==> src/rtl/cpu_fetch_unit_if.sv <==
// Instruction memory strobe/ack bus between the fetch unit (master) and imem (slave).
interface cpu_fetch_unit_if;
  logic        stb;
  logic [31:0] adr;
  logic        ack;
  logic [31:0] dat;

  modport master (output stb, output adr, input ack, input dat);
  modport slave  (input stb, input adr, output ack, output dat);
endinterface

==> src/rtl/cpu_fetch_unit.sv <==
// Moxie instruction fetch: word fetches from imem into a halfword ring buffer, presenting
// opcode + 32-bit operand to decode with 2/6-byte consume and branch redirect/flush.
module cpu_fetch_unit #(
  parameter logic [31:0] BOOT_ADDRESS = 32'h0000_1000,
  parameter int unsigned DEPTH        = 8
) (
  input  logic                   clk_i,
  input  logic                   rst_i,
  cpu_fetch_unit_if.master       imem,
  input  logic                   redirect_i,
  input  logic [31:0]            redirect_pc_i,
  output logic                   valid_o,
  output logic [15:0]            opcode_o,
  output logic [31:0]            operand_o,
  output logic [31:0]            pc_o,
  input  logic                   consume_i,
  input  logic                   long_i
);
  localparam int unsigned PtrW = $clog2(DEPTH);

  typedef enum logic [1:0] {StIdle, StBus, StDrop} state_e;

  state_e            state_q, state_d;
  logic              stb_q, stb_d;
  logic [31:0]       adr_q, adr_d;
  logic [31:0]       fetch_pc_q, fetch_pc_d;
  logic [31:0]       pc_q, pc_d;
  logic              skip_hi_q, skip_hi_d;
  logic [PtrW-1:0]   rd_ptr_q, rd_ptr_d;
  logic [PtrW-1:0]   wr_ptr_q, wr_ptr_d;
  logic [PtrW:0]     count_q, count_d;
  logic [15:0]       buf_q [DEPTH];
  logic [15:0]       buf_d [DEPTH];

  logic [PtrW:0]     free;
  logic [1:0]        n_push;
  logic [1:0]        n_pop;
  logic [PtrW-1:0]   rd_ptr_p1, rd_ptr_p2, wr_ptr_p1;

  assign rd_ptr_p1 = rd_ptr_q + PtrW'(1);
  assign rd_ptr_p2 = rd_ptr_q + PtrW'(2);
  assign wr_ptr_p1 = wr_ptr_q + PtrW'(1);

  assign imem.stb  = stb_q;
  assign imem.adr  = adr_q;
  assign valid_o   = count_q >= (PtrW + 1)'(3);
  assign opcode_o  = buf_q[rd_ptr_q];
  assign operand_o = {buf_q[rd_ptr_p1], buf_q[rd_ptr_p2]};
  assign pc_o      = pc_q;

  always_comb begin
    state_d    = state_q;
    stb_d      = stb_q;
    adr_d      = adr_q;
    fetch_pc_d = fetch_pc_q;
    pc_d       = pc_q;
    skip_hi_d  = skip_hi_q;
    buf_d      = buf_q;
    n_push     = 2'd0;
    n_pop      = 2'd0;
    free       = (PtrW + 1)'(DEPTH) - count_q;

    case (state_q)
      StIdle: begin
        // Two free slots guarantee a full word always fits when it arrives.
        if (free >= (PtrW + 1)'(2) && !redirect_i) begin
          stb_d   = 1'b1;
          adr_d   = {fetch_pc_q[31:2], 2'b00};
          state_d = StBus;
        end
      end
      StBus: begin
        if (imem.ack) begin
          stb_d      = 1'b0;
          state_d    = StIdle;
          fetch_pc_d = adr_q + 32'd4;
          if (skip_hi_q) begin
            buf_d[wr_ptr_q] = imem.dat[15:0];
            n_push          = 2'd1;
            skip_hi_d       = 1'b0;
          end else begin
            buf_d[wr_ptr_q]  = imem.dat[31:16];
            buf_d[wr_ptr_p1] = imem.dat[15:0];
            n_push           = 2'd2;
          end
        end
      end
      StDrop: begin
        if (imem.ack) begin
          stb_d   = 1'b0;
          state_d = StIdle;
        end
      end
      default: state_d = StIdle;
    endcase

    if (valid_o && consume_i) begin
      n_pop = long_i ? 2'd3 : 2'd1;
    end

    rd_ptr_d = rd_ptr_q + PtrW'(n_pop);
    wr_ptr_d = wr_ptr_q + PtrW'(n_push);
    count_d  = count_q + (PtrW + 1)'(n_push) - (PtrW + 1)'(n_pop);
    pc_d     = pc_q + {29'd0, n_pop, 1'b0};

    // Redirect overrides any push, pop or fetch advance computed above.
    if (redirect_i) begin
      rd_ptr_d   = '0;
      wr_ptr_d   = '0;
      count_d    = '0;
      pc_d       = {redirect_pc_i[31:1], 1'b0};
      fetch_pc_d = {redirect_pc_i[31:1], 1'b0};
      skip_hi_d  = redirect_pc_i[1];
      if (state_q == StBus) begin
        if (imem.ack) begin
          stb_d   = 1'b0;
          state_d = StIdle;
        end else begin
          state_d = StDrop;
        end
      end
    end
  end

  always_ff @(posedge clk_i) begin
    if (rst_i) begin
      state_q    <= StIdle;
      stb_q      <= 1'b0;
      adr_q      <= BOOT_ADDRESS;
      fetch_pc_q <= BOOT_ADDRESS;
      pc_q       <= BOOT_ADDRESS;
      skip_hi_q  <= 1'b0;
      rd_ptr_q   <= '0;
      wr_ptr_q   <= '0;
      count_q    <= '0;
    end else begin
      state_q    <= state_d;
      stb_q      <= stb_d;
      adr_q      <= adr_d;
      fetch_pc_q <= fetch_pc_d;
      pc_q       <= pc_d;
      skip_hi_q  <= skip_hi_d;
      rd_ptr_q   <= rd_ptr_d;
      wr_ptr_q   <= wr_ptr_d;
      count_q    <= count_d;
    end
  end

  // Buffer contents need no reset: count_q gates everything that reads them.
  always_ff @(posedge clk_i) begin
    buf_q <= buf_d;
  end

endmodule
==> src/flat_wrapper.sv <==
// flat-port wrapper written by rule: the top's interface ports become plain ports
module cpu_fetch_unit_flat 
#(
  parameter logic [31:0] BOOT_ADDRESS = 32'h0000_1000,
  parameter int unsigned DEPTH        = 8
)
  (clk_i, rst_i, redirect_i, redirect_pc_i, valid_o, opcode_o, operand_o, pc_o, consume_i, long_i, imem_stb, imem_adr, imem_ack, imem_dat);
  cpu_fetch_unit_if imem_i ();
  input  logic clk_i;
  input  logic rst_i;
  input  logic redirect_i;
  input  logic [31:0] redirect_pc_i;
  output logic valid_o;
  output logic [15:0] opcode_o;
  output logic [31:0] operand_o;
  output logic [31:0] pc_o;
  input  logic consume_i;
  input  logic long_i;
  output wire logic [$bits(imem_i.stb)-1:0] imem_stb;
  output wire logic [$bits(imem_i.adr)-1:0] imem_adr;
  input wire logic [$bits(imem_i.ack)-1:0] imem_ack;
  input wire logic [$bits(imem_i.dat)-1:0] imem_dat;
  assign imem_stb = imem_i.stb;
  assign imem_adr = imem_i.adr;
  assign imem_i.ack = imem_ack;
  assign imem_i.dat = imem_dat;
  cpu_fetch_unit #(.BOOT_ADDRESS(BOOT_ADDRESS), .DEPTH(DEPTH)) u_core (.clk_i(clk_i), .rst_i(rst_i), .imem(imem_i), .redirect_i(redirect_i), .redirect_pc_i(redirect_pc_i), .valid_o(valid_o), .opcode_o(opcode_o), .operand_o(operand_o), .pc_o(pc_o), .consume_i(consume_i), .long_i(long_i));
endmodule
==> config.mk <==
export PLATFORM = sky130hd
export DESIGN_NAME = cpu_fetch_unit_flat
export DESIGN_NICKNAME = d
export VERILOG_FILES = /design/src/rtl/cpu_fetch_unit_if.sv /design/src/rtl/cpu_fetch_unit.sv /design/src/flat_wrapper.sv
export SDC_FILE = /design/constraint.sdc
export NUM_CORES = 1
export LEC_CHECK = 0
export ABC_AREA = 1
export BUFFER_PORTS_ARGS = -buffer_cell sky130_fd_sc_hd__buf_2
export CORE_MARGIN = 1
export CORE_UTILIZATION = 46
export DETAILED_ROUTE_END_ITERATION = 7
export HOLD_SLACK_MARGIN = 0.02
export PLACE_DENSITY_LB_ADDON = 0.08
export SETUP_SLACK_MARGIN = 0.3
export SKIP_CTS_REPAIR_TIMING = 1
export SLEW_MARGIN = 20
export SYNTH_ARGS = -nofsm -noshare
export SYNTH_HDL_FRONTEND = slang
export SYNTH_SLANG_ARGS = --single-unit
==> constraint.sdc <==
create_clock -name clk_i -period 3.7 [get_ports clk_i]
set_input_delay 0.37 -clock clk_i [delete_from_list [all_inputs] [get_ports clk_i]]
set_output_delay 0.37 -clock clk_i [all_outputs]
set_load 0.1 [all_outputs]
* Word-level counts from Yosys, hierarchy flattened
Index checks and enable logic that the tools add are counted.
Operators by class: $lt $le $gt $ge 9, bitwise gates (word level) 5, reductions and logical operators 13, muxes and demuxes 41, add/sub/neg operators 10, equality and inequality tests 2
Operators by type and width (count):
- bitwise mux 128 bit | 3
- binary-select mux 16 bit (select 3 bit) | 3
- two-way mux 128 bit | 1
- two-way mux 16 bit | 8
- two-way mux 32 bit | 4
- demux 16 bit (select 3 bit) | 2
- adder 32 x 3 -> 32 bit | 1
- adder 32 x 3 -> 32 bit (second input constant) | 1
- greater-or-equal comparator 4 bit (second input constant) | 5
- two-way mux 2 bit | 10
- inverter 3 -> 4 bit | 5
- greater-or-equal comparator 4 x 2 -> 1 bit (second input constant) | 2
- < comparator 4 x 1 -> 1 bit (second input constant) | 2
- two-way mux 1 bit | 8
- adder 3 x 1 -> 3 bit (second input constant) | 2
- adder 3 x 2 -> 3 bit | 2
- AND reduction 2 bit | 3
- adder 4 x 2 -> 4 bit | 1
- logical AND 1 bit | 4
- one-hot mux 2 bit (2 select lines) | 1
- nonzero test 2 bit | 2
- OR reduction 2 bit | 2
- subtractor 4 x 2 -> 4 bit | 1
- subtractor 4 bit (first input constant) | 1
- 6 further kinds | 6
Word-level totals: bits of input ports 70, register bits 236

* Logic depth before layout (Yosys ltp)
depth in word-level cells 8, mapped depth 16

* Worst setup path after synthesis
No wires, ideal clock.
kind register -> output, from reg u_core.rd_ptr_q[1], to out operand_o[30], slack 0.489 ns, stages on the path, launching flop included 7, data arrival time 2.841 ns, data required time 3.330 ns, path through dfxtp_1 -> ha_1 -> buf_2 -> buf_1 -> a21oi_1 -> o21ai_0 -> a31oi_1
Between the ends: cells in the longest elaborated chain, start to end 5
Ends and longest elaborated chain:
- start: declaration | RTL line cpu_fetch_unit.sv:29 | logic [PtrW-1:0] rd_ptr_q, rd_ptr_d;
- start signal: assignment | RTL line cpu_fetch_unit.sv:143 | rd_ptr_q <= rd_ptr_d;
- adder 3 x 1 -> 3 bit | RTL line cpu_fetch_unit.sv:40 | assign rd_ptr_p1 = rd_ptr_q + PtrW'(1);
- inverter 3 -> 4 bit (implied by the code) | RTL line cpu_fetch_unit.sv:48 | assign operand_o = {buf_q[rd_ptr_p1], buf_q[rd_ptr_p2]};
- binary-select mux 16 bit (select 3 bit) | RTL line cpu_fetch_unit.sv:48
- two-way mux 16 bit (implied by the code) (2 in a row) | RTL line cpu_fetch_unit.sv:48
- end: declaration | RTL line flat_wrapper.sv:15 | output logic [31:0] operand_o;
Every way passes these cells. The select of a mux whose other input is x is not followed.

* Worst setup path after layout
from reg u_core.rd_ptr_q[0], to out operand_o[21]
Same word-level chain as after synthesis.

==> impl_metrics.ini <==
[status]
status = completed

[sta]
setup_viol = 0
period_share_pct = 85.4
setup_tns_ns = 0
max_freq_ghz = 0.317
fin_hold_ws_ns = 0.110
layout_setup_ws_ns = 0.541
hold_viol_final = 0
grt_setup_unrepaired = no
post-route-min-period_ns = 3.16
worst_pin_slew_ns = 1.05
slew_headroom_pct = 30.0
drv_slew = 0
skew_ns = 0.0106

[global_routing]
antenna_found_initial = 7
grt_pass1_vias = 12200
grtUsageTotal_pct = 29.1
grt-ovfl-total = 0
grt_pass1_wl_um = 68300
grt_max_degree = 217

[critical_path]
arrival_ns = 2.79
end_kind = primary output
crit_fanout = 55
start_kind = register
critPathKind = reg2out
critical_path_required_ns = 3.33

[cts]
cts_buffer_depth = 3
root_buffer = clkbuf_16
cts_buffers = 26
cts_sinks = 233
clock_latency_ns = 0.54
h-tree-depth = 1
path_clk_slew_ns = 0.06
cts_tree = built

[logic_synthesis]
synth_warnings = 0
synthArstFlopShare_pct = 0
postSynthCellCount = 1799
synth-edff-count = 128
synth_cell_types = 49
avgSynthCellArea_um2 = 7.57
ys_ff_latch = 233
synth_area_mm2 = 0.0136
synth-seq-area-share_pct = 43.6
synth-main-ff-cell = edfxtp_1

[power]
ir_drop_uv = 409
p_leak_nw = 6.03
power_density_mw_per_mm2 = 586

[floorplanning]
dieArea_mm2 = 0.0303
initial_core_util_pct = 47.1
core_mm2 = 0.0289
die_w_um = 174
die_h_um = 174
io_pins = 184
rows = 62

[min_path]
holdCritPathClass = in2reg

[placement]
io_buffers = 179
preCtsSetupSlack_ns = 0.769
dp_hpwl_um = 31000
routabilityCongestion = 0.891

[finish]
nets = 2031
drive_gt1_share_pct = 15.5
fillers = 2795
area_growth_pct = 15.4

[routing]
drtIter0Drc = 1117
wl_per_cell_um = 19.5
drt-total-wl_um = 45700
dr.pass1.iters = 6
route.vias.total = 13300
drc_errors = 0
routed_via_density = 5.66
antenna_left = 0

[run]
maxCapViolCount = 0
-- flip-flops by register name, summed over array words and instances, names as in the netlist --
| signal | cells |
|---|---|
| u_core.state_q | 2 |
| u_core.rd_ptr_q | 3 |
| u_core.imem.stb | 1 |
| u_core.pc_o | 31 |
| u_core.buf_q | 128 |
| u_core.skip_hi_q | 1 |
| u_core.wr_ptr_q | 3 |
| u_core.imem.adr | 30 |
| u_core.count_q | 4 |
| u_core.fetch_pc_q | 30 |
-- Yosys cell counts (23+ instances only) --
cell type	instances	area [um^2]
a21oi_1	114	571
a31oi_1	25	156
buf_2	46	230
clkbuf_1	38	143
dfxtp_1	105	2100
edfxtp_1	128	3840
inv_1	122	458
nand2_1	522	1960
nand3_1	33	165
nand4_1	31	194
nor2_1	149	559
o21ai_0	130	651
o21ai_1	23	115
o22ai_1	144	901
-- cell type report --
class | count | area, um^2 | area share, %
Clock buffer | 31 | 691 | 4.39
Multi-Input combinational cell | 1322 | 6660 | 42.3
Inverter | 144 | 541 | 3.44
Antenna cell | 5 | 12.5 | 0.0795
Tap cell | 384 | 480 | 3.05
Clock inverter | 17 | 146 | 0.931
Timing Repair Buffer | 211 | 1250 | 7.94
Sequential cell | 233 | 5950 | 37.8
-- layer usage --
| layer | routed length, um | global-route usage (%) |
|---|---|---|
| met5 | 38 | 0 |
| met4 | 1700 | 10.9 |
| met3 | 3700 | 4.86 |
| met2 | 21800 | 50.2 |
| met1 | 18500 | 36.4 |
-- cells by family (layout without fill, tap and decap cells) --
logic type	Yosys count	in the layout	synth area share, %
and+or+nand+nor	790	790	24.2
AOI/OAI and AO/OA	477	477	20.0
muxes	6	6	0.441
DFF	233	233	43.6
adders and majority gates	23	23	2.39
xor gates and xnor gates	23	23	1.53
buffers and inverters	246	403	7.72
other	1	8	0.0275
-- through the flow --
stage,util [%],instances,area [um^2],power [mW]
2_1_floorplan,-,1801,13600,5.92
3_3_place_gp,51.3,2293,14800,6.62
4_1_cts,54.2,2341,15700,9.21
6_report,54.4,2347,15700,9.22
3_5_place_dp,51.3,2293,14800,6.66
5_1_grt,54.3,2344,15700,9.58
-- worst paths after layout --
check / from / endpoint / slack [ns] / cells past startpoint
setup / recovery: u_core.rd_ptr_q[0] / operand_o[21] / 0.54 / 6
setup reg to reg: u_core.state_q[1] / u_core.count_q[3] / 0.88 / 13
hold / removal: redirect_pc_i[31] / u_core.pc_o[31] / 0.11 / 3
hold reg to reg: u_core.fetch_pc_q[6] / u_core.imem.adr[6] / 0.46 / 2
-- where the power goes --
group          internal [mW]  switching [mW]
registers               2.89           0.151
logic                  0.751            2.86
clock network           1.47            1.10
-- placed cells by master, fill, tap and decap left out, types with 5 or more instances in the layout --
master     netlist  layout
a31oi_1         25      25
nand2_1        522     522
clkinv_1        19      23
xor2_1          16      15
nor2_4           8       8
xnor2_1          6       6
nand3_1         33      33
fa_1             5       5
dfxtp_1        105     104
o21ai_1         23      23
buf_4            5      30
buf_12           0       5
a21oi_1        114     114
o21ai_0        130     130
nand4_1         31      31
o22ai_1        144     144
buf_2           46     174
clkinv_2         0       5
nor2_2           9      11
nor2_1         149     147
a22o_1           8       8
inv_1          122     122
nand2_2         15      15
ha_1            18      17
nand3b_1        11      11
clkbuf_16        0      28
mux2i_1          6       6
diode_2          0       5
o211ai_1        19      19
edfxtp_1       128     128
-- worst max-delay path, cell delays in order, from the launching register on --
cell,delay [ns]
dfxtp_4,0.40
ha_4,0.66
o21ai_0,0.17
o21ai_0,0.18
nor2_1,0.05
a31oi_1,0.27
buf_2,0.49
Power figures use the tool's default switching activity.
